File: src/rtl/alu_74181_serial_if.sv
// rtl/alu_74181_serial_if.sv - Control, operand and status bundle for the nibble-serial 74181 ALU
interface alu_74181_serial_if #(
  parameter int WIDTH = 16
);
  // Control and operands, driven by the register file
  logic             ena;
  logic             start;
  logic             clear;
  logic             acc;
  logic [WIDTH-1:0] a;
  logic [WIDTH-1:0] b;
  logic [3:0]       s;
  logic             m;
  logic             cn;

  // Status and result, captured by the register file
  logic             busy;
  logic             done;
  logic [WIDTH-1:0] f;
  logic             cout;
  logic             equal;
  logic             p;
  logic             g;

  modport master (
    output ena, start, clear, acc, a, b, s, m, cn,
    input  busy, done, f, cout, equal, p, g
  );

  modport slave (
    input  ena, start, clear, acc, a, b, s, m, cn,
    output busy, done, f, cout, equal, p, g
  );
endinterface

File: src/rtl/alu_74181_serial.sv
// rtl/alu_74181_serial.sv - WIDTH-bit 74181 ALU built from one 4-bit slice, one nibble per enabled clock
module alu_74181_serial #(
  parameter int WIDTH = 16
) (
  input  logic               clk,
  input  logic               rstb,
  alu_74181_serial_if.slave  bus
);

  localparam int NIB   = WIDTH / 4;
  localparam int IDX_W = (NIB > 1) ? $clog2(NIB) : 1;

  typedef enum logic {
    ST_IDLE = 1'b0,
    ST_RUN  = 1'b1
  } state_t;

  state_t           state_q, state_d;

  // Operands latched at start so the inputs may change during RUN
  logic [WIDTH-1:0] a_q;
  logic [WIDTH-1:0] b_q;
  logic [3:0]       s_q;
  logic             m_q;
  logic             carry_q;      // inter-nibble carry, active-low like the pin
  logic [IDX_W-1:0] idx_q;
  logic             ph_q;         // running group propagate, active-high
  logic             gh_q;         // running group generate, active-high
  logic [WIDTH-1:0] res_q, res_d;

  // Published results, updated only at completion
  logic [WIDTH-1:0] f_q;
  logic             cout_q;
  logic             equal_q;
  logic             p_q;
  logic             g_q;
  logic             done_q;

  // Control strobes
  logic             latch_en;
  logic             step_en;
  logic             finish;
  logic             last_nib;

  // Slice signals
  logic [3:0]       nib_a, nib_b;
  logic [3:0]       x, y;
  logic [3:0]       c;
  logic [3:0]       nib_f;
  logic             ph_k, gh_k, cn4;
  logic             ph_d, gh_d;

  assign last_nib = (idx_q == IDX_W'(NIB - 1));

  // 74181 slice on the current nibble; x/y are the per-bit propagate/generate terms
  always_comb begin
    nib_a = a_q[4*int'(idx_q) +: 4];
    nib_b = b_q[4*int'(idx_q) +: 4];
    x     = nib_a | (nib_b & {4{s_q[0]}}) | (~nib_b & {4{s_q[1]}});
    y     = (nib_a & nib_b & {4{s_q[3]}}) | (nib_a & ~nib_b & {4{s_q[2]}});
    c     = '0;
    c[0]  = ~carry_q;
    for (int i = 0; i < 3; i++) begin
      c[i+1] = y[i] | (x[i] & c[i]);
    end
    nib_f = m_q ? ~(x ^ y) : (x ^ y ^ c);
    ph_k  = &x;
    gh_k  = y[3] | (x[3] & y[2]) | (x[3] & x[2] & y[1]) | (x[3] & x[2] & x[1] & y[0]);
    // Cn+4 comes from the lookahead terms, so it is valid in logic mode too
    cn4   = ~(gh_k | (ph_k & c[0]));
    gh_d  = gh_k | (ph_k & gh_q);
    ph_d  = ph_q & ph_k;
    res_d = res_q;
    res_d[4*int'(idx_q) +: 4] = nib_f;
  end

  // State register
  always_ff @(posedge clk or negedge rstb) begin
    if (!rstb) begin
      state_q <= ST_IDLE;
    end else begin
      state_q <= state_d;
    end
  end

  // Next state: clear wins over start and completion
  always_comb begin
    state_d = state_q;
    if (bus.ena) begin
      if (bus.clear) begin
        state_d = ST_IDLE;
      end else begin
        case (state_q)
          ST_IDLE: if (bus.start) state_d = ST_RUN;
          ST_RUN:  if (last_nib)  state_d = ST_IDLE;
          default: state_d = ST_IDLE;
        endcase
      end
    end
  end

  // Output decode: strobes for the datapath and the busy flag
  always_comb begin
    latch_en = 1'b0;
    step_en  = 1'b0;
    finish   = 1'b0;
    bus.busy = (state_q == ST_RUN);
    if (bus.ena && !bus.clear) begin
      if (state_q == ST_IDLE) begin
        latch_en = bus.start;
      end else begin
        step_en = 1'b1;
        finish  = last_nib;
      end
    end
  end

  // Operand capture at start, then per-nibble carry/group/result update
  always_ff @(posedge clk or negedge rstb) begin
    if (!rstb) begin
      a_q     <= '0;
      b_q     <= '0;
      s_q     <= '0;
      m_q     <= 1'b0;
      carry_q <= 1'b0;
      idx_q   <= '0;
      ph_q    <= 1'b0;
      gh_q    <= 1'b0;
      res_q   <= '0;
    end else if (latch_en) begin
      a_q     <= bus.acc ? f_q : bus.a;
      b_q     <= bus.b;
      s_q     <= bus.s;
      m_q     <= bus.m;
      carry_q <= bus.cn;
      idx_q   <= '0;
      ph_q    <= 1'b1;
      gh_q    <= 1'b0;
    end else if (step_en) begin
      res_q   <= res_d;
      carry_q <= cn4;
      ph_q    <= ph_d;
      gh_q    <= gh_d;
      idx_q   <= last_nib ? '0 : idx_q + IDX_W'(1);
    end
  end

  // Publish results on the final nibble only
  always_ff @(posedge clk or negedge rstb) begin
    if (!rstb) begin
      f_q     <= '0;
      cout_q  <= 1'b1;
      equal_q <= 1'b0;
      p_q     <= 1'b1;
      g_q     <= 1'b1;
    end else if (finish) begin
      f_q     <= res_d;
      cout_q  <= cn4;
      equal_q <= &res_d;
      p_q     <= ~ph_d;
      g_q     <= ~gh_d;
    end
  end

  // Done pulse, held while ena is low
  always_ff @(posedge clk or negedge rstb) begin
    if (!rstb) begin
      done_q <= 1'b0;
    end else if (bus.ena) begin
      done_q <= finish;
    end
  end

  assign bus.done  = done_q;
  assign bus.f     = f_q;
  assign bus.cout  = cout_q;
  assign bus.equal = equal_q;
  assign bus.p     = p_q;
  assign bus.g     = g_q;

endmodule

File: src/flat_wrapper.sv
// flat-port wrapper written by rule: the top's interface ports become plain ports
module alu_74181_serial_flat 
#(
  parameter int WIDTH = 16
)
  (clk, rstb, bus_ena, bus_start, bus_clear, bus_acc, bus_a, bus_b, bus_s, bus_m, bus_cn, bus_busy, bus_done, bus_f, bus_cout, bus_equal, bus_p, bus_g);
  alu_74181_serial_if #(.WIDTH(WIDTH)) bus_i ();
  input  logic clk;
  input  logic rstb;
  input wire logic [$bits(bus_i.ena)-1:0] bus_ena;
  input wire logic [$bits(bus_i.start)-1:0] bus_start;
  input wire logic [$bits(bus_i.clear)-1:0] bus_clear;
  input wire logic [$bits(bus_i.acc)-1:0] bus_acc;
  input wire logic [$bits(bus_i.a)-1:0] bus_a;
  input wire logic [$bits(bus_i.b)-1:0] bus_b;
  input wire logic [$bits(bus_i.s)-1:0] bus_s;
  input wire logic [$bits(bus_i.m)-1:0] bus_m;
  input wire logic [$bits(bus_i.cn)-1:0] bus_cn;
  output wire logic [$bits(bus_i.busy)-1:0] bus_busy;
  output wire logic [$bits(bus_i.done)-1:0] bus_done;
  output wire logic [$bits(bus_i.f)-1:0] bus_f;
  output wire logic [$bits(bus_i.cout)-1:0] bus_cout;
  output wire logic [$bits(bus_i.equal)-1:0] bus_equal;
  output wire logic [$bits(bus_i.p)-1:0] bus_p;
  output wire logic [$bits(bus_i.g)-1:0] bus_g;
  assign bus_i.ena = bus_ena;
  assign bus_i.start = bus_start;
  assign bus_i.clear = bus_clear;
  assign bus_i.acc = bus_acc;
  assign bus_i.a = bus_a;
  assign bus_i.b = bus_b;
  assign bus_i.s = bus_s;
  assign bus_i.m = bus_m;
  assign bus_i.cn = bus_cn;
  assign bus_busy = bus_i.busy;
  assign bus_done = bus_i.done;
  assign bus_f = bus_i.f;
  assign bus_cout = bus_i.cout;
  assign bus_equal = bus_i.equal;
  assign bus_p = bus_i.p;
  assign bus_g = bus_i.g;
  alu_74181_serial #(.WIDTH(WIDTH)) u_core (.clk(clk), .rstb(rstb), .bus(bus_i));
endmodule
File: config.mk
export PLATFORM = sky130hd
export DESIGN_NAME = alu_74181_serial_flat
export DESIGN_NICKNAME = d
export VERILOG_FILES = /design/src/rtl/alu_74181_serial_if.sv /design/src/rtl/alu_74181_serial.sv /design/src/flat_wrapper.sv
export SDC_FILE = /design/constraint.sdc
export NUM_CORES = 1
export LEC_CHECK = 0
export ABC_AREA = 1
export CAP_MARGIN = 10
export CORE_MARGIN = 1
export CORE_UTILIZATION = 50
export DETAILED_ROUTE_END_ITERATION = 10
export HOLD_SLACK_MARGIN = 0.08
export PLACE_DENSITY = 0.75
export SYNTH_ARGS = -nofsm -noshare
export SYNTH_HDL_FRONTEND = slang
export SYNTH_SLANG_ARGS = --single-unit
export TNS_END_PERCENT = 5
File: constraint.sdc
create_clock -name clk -period 2.7 [get_ports clk]
set_clock_uncertainty 0.05 [all_clocks]
set_input_delay 0.81 -clock clk [delete_from_list [all_inputs] [get_ports clk]]
set_output_delay 0.81 -clock clk [all_outputs]
set_load 0.01 [all_outputs]
# [Yosys cells after proc, flatten, opt, wreduce, memory -nomap -nowiden]
# Index checks and enable logic that the tools add are counted.
[classes] add_sub_neg=2 eq_ne=1 shifts=4 muxes=22 bitwise_logic=38 reduce_logical=6
[op_table] op="4-bit negation with 33-bit output" count=1
[op_table] op="4-bit by 33-bit variable shift with 16-bit output (first input constant)" count=1
[op_table] op="4-bit by 33-bit variable part select with 16-bit output" count=1
[op_table] op="16-bit by 5-bit variable part select with 4-bit output" count=2
[op_table] op="4-bit AND" count=6
[op_table] op="16-bit bitwise mux" count=1
[op_table] op="16-bit 2-to-1 mux" count=1
[op_table] op="16-bit AND reduction" count=1
[op_table] op="1-bit 2-to-1 mux" count=15
[op_table] op="4-bit bitwise OR" count=3
[op_table] op="1-bit AND" count=11
[op_table] op="4-bit NOT" count=2
[op_table] op="1-bit bitwise OR" count=8
[op_table] op="4-bit bitwise XOR" count=2
[op_table] op="2-bit 2-to-1 mux" count=3
[op_table] op="1-bit NOT" count=6
[op_table] op="4-bit 2-to-1 mux" count=1
[op_table] op="4-bit AND reduction" count=1
[op_table] op="2-bit by 1-bit adder with 2-bit output (second input constant)" count=1
[op_table] op="2-bit equality test (second input constant)" count=1
[op_table] op="1-bit case mux with 2 select lines" count=1
[op_table] op="2-bit AND reduction" count=1
[op_table] op="2-bit nonzero test" count=1
[op_table] op="1-bit logical AND" count=1
[op_table] op="1-bit logical NOT" count=1
[totals] regBits=80 input_bits=44 out_inout_bits=22

# [Logic depth before layout (Yosys ltp)]
# Gate-level depths: netlist of run 1.
[logic_depth] word_depth=15 depth_mapped=21 depth_no_buf=20

# [Worst setup path after synthesis of run 1]
# Ideal clock, no wire load.
[synth_path] path_type="flip-flop to flip-flop" start="register u_core.idx_q[0]" end="register u_core.equal_q (netlist: u_core.bus.equal)" setup_ps=65 arrival_ps=2157 setup_slack_ps=428 path_stages_with_launch=17 period_less_slack_ps=2272 path_cell_list="dfrtp_1 buf_6 inv_6 buf_8 ha_1 inv_1 nor3_1 nand4_1 nand2_1 nand2_1 nor2_1 nand2_1 nor2_1 nand3_1 nor2_1 nand2_1 nand2_1"
[synth_via] elab_chain_cells=15
[synth_rtl] item="start: declaration" line_no="alu_74181_serial.sv:26" source="logic [IDX_W-1:0] idx_q;"
[synth_rtl] item="start signal: assignment" line_no="alu_74181_serial.sv:144" source="idx_q <= last_nib ? '0 : idx_q + IDX_W'(1);"
[synth_rtl] item="16-bit by 5-bit variable part select with 4-bit output" line_no="alu_74181_serial.sv:58" source="nib_b = b_q[4*int'(idx_q) +: 4];"
[synth_rtl] item="4-bit AND / 4-bit NOT (equally long branches)" line_no="alu_74181_serial.sv:59, alu_74181_serial.sv:60"
[synth_rtl] item="4-bit bitwise OR (tied with other cells)" line_no="alu_74181_serial.sv:59" source="x = nib_a | (nib_b & {4{s_q[0]}}) | (~nib_b & {4{s_q[1]}});"
[synth_rtl] item="4-bit bitwise OR / 4-bit AND (equally long branches)" line_no="alu_74181_serial.sv:59, alu_74181_serial.sv:60"
[synth_rtl] item="1-bit AND / 4-bit bitwise OR (equally long branches)" line_no="alu_74181_serial.sv:64, alu_74181_serial.sv:60"
[synth_rtl] item="1-bit bitwise OR" line_no="alu_74181_serial.sv:64" source="c[i+1] = y[i] | (x[i] & c[i]);"
[synth_rtl] item="1-bit AND" line_no="alu_74181_serial.sv:64"
[synth_rtl] item="1-bit bitwise OR" line_no="alu_74181_serial.sv:64"
[synth_rtl] item="1-bit AND" line_no="alu_74181_serial.sv:64"
[synth_rtl] item="1-bit bitwise OR" line_no="alu_74181_serial.sv:64"
[synth_rtl] item="4-bit bitwise XOR" line_no="alu_74181_serial.sv:66" source="nib_f = m_q ? ~(x ^ y) : (x ^ y ^ c);"
[synth_rtl] item="4-bit 2-to-1 mux" line_no="alu_74181_serial.sv:66"
[synth_rtl] item="4-bit by 33-bit variable part select with 16-bit output" line_no="alu_74181_serial.sv:74" source="res_d[4*int'(idx_q) +: 4] = nib_f;"
[synth_rtl] item="16-bit bitwise mux" line_no="alu_74181_serial.sv:74"
[synth_rtl] item="16-bit AND reduction" line_no="alu_74181_serial.sv:159" source="equal_q <= &res_d;"
[synth_rtl] item="end signal: assignment" line_no="alu_74181_serial.sv:159"
[synth_rtl] item="end: declaration" line_no="alu_74181_serial.sv:34" source="logic equal_q;"
# Several ways; a longest one is shown, not always the timed one.
# A chain may end at the register's enable or synchronous reset.

# [Final worst setup path of run 1]
# Same ends and word-level chain as after synthesis.

==> metrics.cfg, run 1 <==
[layout]
fin_area_sq_um = 5300
final_core_util_pct = 63.9
final_nets = 678
drive_gt1_share_pct = 11.6
antenna_cells = 0
fillers = 713
syn_to_final_growth_pct = 22.4

[synthesis]
avgSynthCellArea_sq_um = 7.69
synth-seq-cells = 80
synth_xor_area_share_pct = 0
synthSimpleGateAreaFrac_pct = 32.3
netlist_instances = 563
synth_top_family_by_area = simple AND/OR/NAND/NOR gates
ys_seq_area_share_pct = 46.3
synthAdderAreaFrac_pct = 1.73
yosysUniqueCellTypes = 36
netlist_area_sq_um = 4330
synth_compound_area_share_pct = 11.2
synth.net_count = 613
ys.warnings.count = 0
synth_mux_area_share_pct = 0

[global_route]
grt_max_degree = 49
grt_pass1_wl_microns = 19000
grtUsageTotal_pct = 27.7
antenna_found_initial = 0
grt_pass1_vias = 3975
overflow = 0

[placement]
io_buffer_count = 65
dpl-instance-area_sq_um = 5080
pre_cts_ws_ns = 0.131
place.gp.congestion = 0.862
dp_hpwl_microns = 8180

[job]
max_cap_viol_count = 0

[timing]
rsz0062_at_grt = no
setup_ws_ns = 0.269
setup_viol = 0
whs_ns = 0.338
relSlewSlack_pct = 62.8
tightest_slew_ns = 0.552
hold_viol_final = 0
finalCritPeriodShare_pct = 90.0
min_period_ns = 2.43
slew_viol_final = 0
fmax_mhz = 411
setup_tns_ns = 0

[floorplan]
start_util_pct = 52.2
row_count = 33
fp.dieArea_sq_um = 9030
fp.dieH_microns = 95.1
die_w_microns = 95.1
ioPinCount = 66
fp.coreArea_sq_um = 8300

[power_and_ir_drop]
leakagePower_nw = 2.58
ir_drop_v = 0.000601
powerDensity_nw_per_um2 = 1100

[setup_path]
cp_num_cells = 17
rr_endpoint = u_core.bus.equal$_DFFE_PN0P_
critPathMaxStageDelay_ns = 0.44
r2r_setup_slack_ns = 0.27
cp_num_buf_inv = 1
cp_max_fo = 16
worstRegToRegCells = 17
r2r-start = u_core.idx_q[0]$_DFFE_PN0P_
worstPathCellList = buf_4 > nand2_1 > nand3_2 > nand2_1 > nand2_1 > nand3_4 > nand2_1 > nand3_1 > nand3_1 > nand2_1 > nand2_2 > nand3_2 > o21ai_1 > nand3_1 > nor2_1 > nand2_1 > nand2_1
cp_top_family = simple AND/OR/NAND/NOR gates
endpoint_kind = register
critical-path-slowest-cell = dfrtp_1
path_class = reg -> reg
cp_data_required_time_ns = 2.95
start_kind = register
critPathMostFrequentCell = nand2_1
arrival_ns = 2.68

[routing]
remaining_drc_errors = 0
drtIter0Drc = 288
wl_per_cell_microns = 15.3
antenna_left = 0
vias = 3904
first_pass_iters = 4
wirelength_microns = 11200
via_per_inst = 5.30

[hold_path]
min_path_type = in -> async

[clock_tree]
clkSinkCount = 80
hold_buffers = 0
max-clock-path-buffers = 2
cts_setup_buffers = 0
cts_tree = done
clk_latency_ns = 0.36
numCtsBuffers = 9
root_buffer = clkbuf_8
clk_pin_slew_ns = 0.08
post_cts_resize_count = 0
htreeDepth = 3

[status]
status = finished, final reports clean

-- cell usage after synthesis --
| cell type | n | share of area (%) |
|---|---|---|
| nand2_1 | 222 | 19 |
| dfrtp_1 | 77 | 45 |
| o21ai_0 | 60 | 6.9 |
| inv_1 | 51 | 4.4 |
| nand3_1 | 27 | 3.1 |
| nor2_1 | 21 | 1.8 |
| clkbuf_1 | 17 | 1.5 |
| nand2_2 | 13 | 1.9 |
| nand3_2 | 11 | 2.5 |
| a21oi_1 | 9 | 1.0 |
| ha_1 | 6 | 1.7 |
| nand4_1 | 5 | 0.72 |
| o211ai_1 | 5 | 0.87 |
| buf_6 | 4 | 1.0 |
| nor2_2 | 4 | 0.58 |
| o22ai_1 | 4 | 0.58 |
| dfstp_2 | 3 | 1.8 |
| o21ai_1 | 3 | 0.35 |
| clkinv_1 | 2 | 0.17 |
| nand3_4 | 2 | 0.81 |
| o211ai_2 | 2 | 0.58 |
| a22oi_1 | 1 | 0.17 |
| a31oi_1 | 1 | 0.14 |
| buf_1 | 1 | 0.087 |
| buf_12 | 1 | 0.46 |
| buf_8 | 1 | 0.35 |
| inv_2 | 1 | 0.087 |
| inv_4 | 1 | 0.14 |
| inv_6 | 1 | 0.20 |
| nand2_4 | 1 | 0.26 |
| nand3b_4 | 1 | 0.46 |
| nand4_2 | 1 | 0.29 |
| nor3_1 | 1 | 0.12 |
| nor4_4 | 1 | 0.49 |
| o21ai_2 | 1 | 0.20 |
| o22ai_2 | 1 | 0.29 |
-- per-stage QoR --
| stage | instances | power (mW) |
|---|---|---|
| after floorplan | 563 | 3.92 |
| after global placement | 722 | 4.72 |
| after detailed placement | 722 | 4.78 |
| after CTS | 737 | 5.81 |
| after global routing | 737 | 6.26 |
| final | 737 | 5.81 |
-- worst reg2reg max path, stage by stage, from the launching register on --
cell and delay (ns):
dfrtp_1 0.44, buf_4 0.26, nand2_1 0.09, nand3_2 0.11
nand2_1 0.08, nand2_1 0.10, nand3_4 0.11, nand2_1 0.09
nand3_1 0.06, nand3_1 0.09, nand2_1 0.07, nand2_2 0.07
nand3_2 0.09, o21ai_1 0.31, nand3_1 0.13, nor2_1 0.11
nand2_1 0.06, nand2_1 0.05
-- routing by layer --
layer | vias to the layer above | global-route usage (%) | wire length (microns)
li1 | 1912 | - | -
met5 | - | 0 | 0
met2 | 151 | 44.5 | 5360
met1 | 1826 | 37.2 | 5010
met4 | 0 | 8.96 | 186
met3 | 15 | 6.38 | 693
-- cell type report --
type	instances	area (sq um)	share of cell area [%]
Inverter	56	218	4.11
Clock buffer	9	124	2.34
Sequential cell	80	2010	37.8
Tap cell	105	131	2.48
Clock inverter	6	92.6	1.75
Timing Repair Buffer	78	771	14.5
Multi-Input combinational cell	403	1960	36.9
-- state kept, by name, summed over array words and instances, names as in the netlist, 2 cells and up --
register and count:
u_core.bus.f 16, u_core.s_q 4, u_core.a_q 16, u_core.res_q 16
u_core.b_q 16, u_core.idx_q 2
-- cells in the final DEF, fill, tap and decap left out, types with 2 or more instances in the layout --
cell type / n
clkinvlp_4: 2
nand3_2: 11
inv_6: 3
o21ai_0: 60
buf_12: 2
nand3_4: 2
clkbuf_8: 9
inv_1: 51
buf_4: 12
nand2_2: 13
clkdlybuf4s50_1: 64
o211ai_1: 5
nand4_1: 5
o211ai_2: 2
bufinv_16: 2
nor2_2: 4
dfstp_2: 3
nor2_1: 21
ha_1: 6
dfrtp_1: 77
o22ai_1: 4
o21ai_1: 3
a21oi_1: 9
nand2_1: 222
clkinv_1: 2
nand3_1: 27
-- where the power goes --
group | switching (mW) | internal (mW)
Sequential | 0.258 | 1.61
Combinational | 1.86 | 1.09
Clock | 0.471 | 0.522
Total | 2.59 | 3.22
-- cells by family after synthesis --
group,count (synthesis)
buf+inv,80
simple gates,310
flops,80
fa+ha+maj,6
compound gates,87
-- worst max-delay path by stage --
stage                                startpoint                            to  slack (ns)
floorplan           u_core.idx_q[0]$_DFFE_PN0P_  u_core.bus.equal$_DFFE_PN0P_        0.43
global placement                        bus_ena  u_core.bus.equal$_DFFE_PN0P_        0.19
detailed placement                      bus_ena  u_core.bus.equal$_DFFE_PN0P_        0.13
CTS                 u_core.idx_q[0]$_DFFE_PN0P_  u_core.bus.equal$_DFFE_PN0P_        0.32
global route        u_core.idx_q[0]$_DFFE_PN0P_  u_core.bus.equal$_DFFE_PN0P_        0.05
finish              u_core.idx_q[0]$_DFFE_PN0P_  u_core.bus.equal$_DFFE_PN0P_        0.27
Power figures use the tool's default switching activity.
==> run 2, diff against run 1 <==
Settings changed: CAP_MARGIN 10 to 30, CORE_UTILIZATION 50 to 49, PLACE_DENSITY 0.75 to 0.76.
Clock period 2.7 ns to 2 ns, I/O delays scaled along.
==> run 2 against run 1 <==
The flow now finishes with violations (setup timing). First-iteration DRC count is 3.8% higher. Clock power is 37% higher. Maximum frequency is 1.9% higher. Worst setup slack worse by 0.66 ns. Die area is 2.0% higher. Flip-flop and latch count stayed put. Non-clock buffer count is 53 higher. Sequential share of layout area is 4.9 points lower. Global-route usage is 0.89 points higher. Sequential power is 39% higher. Highest routed layer unchanged.
==> metrics.cfg, run 2 (synthesis gave the netlist of run 1 again) <==
[setup_path]
cp_top_family = simple AND/OR/NAND/NOR gates  ; unchanged
critPathMaxStageDelay_ns = 0.55  ; was 0.44 ns
start_kind = register  ; unchanged
worstPathCellList = clkbuf_16 > nand2_4 > nand3_2 > nand3_1 > nand3_2 > nand3_1 > nand3_1 > nand2_1 > nand2_2 > nand3_4 > nor2_4 > nand2_2 > nand2_2 > nand2_1 > nor2_1 > nand2_1 > nand2_1  ; was buf_4 > nand2_1 > nand3_2 > nand2_1 > nand2_1 > nand3_4 > nand2_1 > nand3_1 > nand3_1 > nand2_1 > nand2_2 > nand3_2 > o21ai_1 > nand3_1 > nor2_1 > nand2_1 > nand2_1
path_class = reg -> reg  ; unchanged
cp_num_buf_inv = 1  ; unchanged
cp_max_fo = 8  ; was 16
endpoint_kind = register  ; unchanged
cp_data_required_time_ns = 2.26  ; was 2.95 ns
arrival_ns = 2.64  ; was 2.68 ns
critical-path-slowest-cell = dfrtp_2  ; was dfrtp_1
critPathMostFrequentCell = nand2_1  ; unchanged

[global_route]
grt_max_degree = 81  ; was 49
grt_pass1_wl_microns = 19600  ; was 19000 microns
grtUsageTotal_pct = 28.6  ; was 27.7%
grt_pass1_vias = 4016  ; was 3975
antenna_found_initial = 0  ; unchanged
overflow = 0  ; unchanged

[placement]
dp_hpwl_microns = 8630  ; was 8180 microns
io_buffer_count = 65  ; unchanged
pre_cts_ws_ns = -0.377  ; was 0.131 ns
place.gp.congestion = 0.950  ; was 0.862

[routing]
antenna_left = 0  ; unchanged
vias = 4234  ; was 3904
first_pass_iters = 6  ; was 4
wirelength_microns = 12900  ; was 11200 microns
remaining_drc_errors = 0  ; unchanged
wl_per_cell_microns = 16.4  ; was 15.3 microns
drtIter0Drc = 299  ; was 288
via_per_inst = 5.35  ; was 5.30

[clock_tree]
numCtsBuffers = 9  ; unchanged
clk_pin_slew_ns = 0.09  ; was 0.08 ns
htreeDepth = 3  ; unchanged
cts_tree = done  ; unchanged
clk_latency_ns = 0.36  ; about the same
clkSinkCount = 80  ; unchanged
root_buffer = clkbuf_8  ; unchanged
max-clock-path-buffers = 2  ; unchanged

[timing]
min_period_ns = 2.39  ; was 2.43 ns
slew_viol_final = 0  ; unchanged
rsz0062_at_grt = yes  ; was no
fmax_mhz = 419  ; was 411 MHz
finalCritPeriodShare_pct = 119  ; was 90.0%
hold_viol_final = 0  ; unchanged
tightest_slew_ns = 0.427  ; was 0.552 ns
setup_ws_ns = -0.386  ; was 0.269 ns
relSlewSlack_pct = 71.5  ; was 62.8%
setup_viol = 36  ; was 0

[layout]
final_nets = 732  ; was 678
syn_to_final_growth_pct = 40.6  ; was 22.4%
final_cell_mix = nand2_1, dfrtp_1, clkdlybuf4s50_1, buf_4, inv_1  ; was nand2_1, dfrtp_1, clkdlybuf4s50_1, o21ai_0, inv_1
drive_gt1_share_pct = 26.2  ; was 11.6%
final_core_util_pct = 72.6  ; was 63.9%
fillers = 629  ; was 713
antenna_cells = 0  ; unchanged
mostFrequentLayoutCell = nand2_1  ; unchanged

[status]
status = finished, violations left  ; was finished, final reports clean
violations = setup timing

[floorplan]
die_w_microns = 96.0  ; was 95.1 microns
row_count = 33  ; unchanged
fp.dieArea_sq_um = 9220  ; was 9030 sq um
fp.coreArea_sq_um = 8380  ; was 8300 sq um
fp.dieH_microns = 96.0  ; was 95.1 microns
ioPinCount = 66  ; unchanged
start_util_pct = 51.6  ; was 52.2%

[hold_path]
min_path_type = in -> async  ; unchanged

[power_and_ir_drop]
powerDensity_nw_per_um2 = 1630  ; was 1100 nW/um^2
leakagePower_nw = 2.98  ; was 2.58 nW
ir_drop_v = 0.000677  ; was 0.000601 V

[job]
max_cap_viol_count = 0  ; unchanged

## run 2: changes by cell type in the layout (fill, tap and decap cells not counted), moves of 4 or more
cell / previous run / this run
buf_4: 12 / 55
nand2_1: 222 / 197
nand2_2: 13 / 30
o21ai_0: 60 / 47
nand3_1: 27 / 18
nand2_4: 1 / 9
o21ai_1: 3 / 11
nand3_4: 2 / 7
o21ai_2: 1 / 6
buf_12: 2 / 6
buf_6: 0 / 4
clkdlybuf4s50_1: 64 / 60
nand3_2: 11 / 15
## run 2: worst paths after layout
kind	start	to	slack (ns)	cells after the start
setup / recovery	u_core.idx_q[0]$_DFFE_PN0P_	u_core.bus.equal$_DFFE_PN0P_	-0.39	17
hold / removal	rstb	u_core.b_q[0]$_DFFE_PN0P_	0.19	2
setup reg to reg	u_core.idx_q[0]$_DFFE_PN0P_	u_core.bus.equal$_DFFE_PN0P_	-0.39	17
hold reg to reg	u_core.ph_q$_DFFE_PN0P_	u_core.bus.p$_DFFE_PN1P_	0.40	1
max in group asynchronous	rstb	u_core.bus.p$_DFFE_PN1P_	1.33	2
min in group clk	u_core.ph_q$_DFFE_PN0P_	u_core.bus.p$_DFFE_PN1P_	0.40	1
## run 2: cell type report
type	instances	area [sq um]	share of cell area, %
sequential	80	2010	33.0
clock buffer	9	124	2.03
multi-input combinational	403	2240	36.8
tap	105	131	2.16
timing repair inverter	1	6.26	0.103
inverter	56	220	3.62
timing repair buffer	131	1270	20.8
clock inverter	6	92.6	1.52
## run 2: routing by layer
layer	up-vias	GRT usage, %	routed length, microns
met5	-	0	0
met4	0	10.4	354
met3	30	4.90	617
met2	148	46.2	6240
met1	2028	38.6	5720
li1	2028	-	-
## run 2: report_power, final
group          internal (mW)  switching (mW)  total, mW  leakage (nW)
clock                  0.705           0.655       1.36         0.102
sequential              2.17           0.419       2.59         0.985
combinational           2.61            3.33       5.94          1.90
total                   5.49            4.41       9.90          2.98
## run 2: timing repair
item                       4_1_cts  5_1_grt
setup endpoints to repair       38       42
cloned                           0        3
gates resized for setup         24       64
buffers inserted                 0        8
pin swaps                        0       30
hold buffers                     0        0
## run 2: stage by stage
| step | cells | setup TNS, ns | instance area (sq um) | power (mW) | hold slack [ns] |
|---|---|---|---|---|---|
| after floorplan | 563 | -0.156 | 4360 | 5.36 | 0.254 |
| after global placement | 765 | -8.45 | 5490 | 7.18 | 0.378 |
| after detailed placement | 765 | -11.75 | 5490 | 7.31 | 0.376 |
| after CTS | 780 | -3.37 | 5750 | 8.83 | 0.210 |
| after global routing | 791 | -12.19 | 6090 | 10.4 | 0.215 |
| final | 791 | -8.18 | 6090 | 9.90 | 0.193 |
## run 2: worst reg2reg max path, delay by kind of cell, from the launching register on
| family | cells | cell delay, ns |
|---|---|---|
| simple gates | 16 | 1.50 |
| flops | 1 | 0.55 |
| buf+inv | 1 | 0.23 |
==> run 3, diff against run 2 <==
Settings changed: CTS_CLUSTER_DIAMETER set to 80.
==> results of run 3 <==
Same layout as run 2: the final DEF is identical, and so are final timing and power.
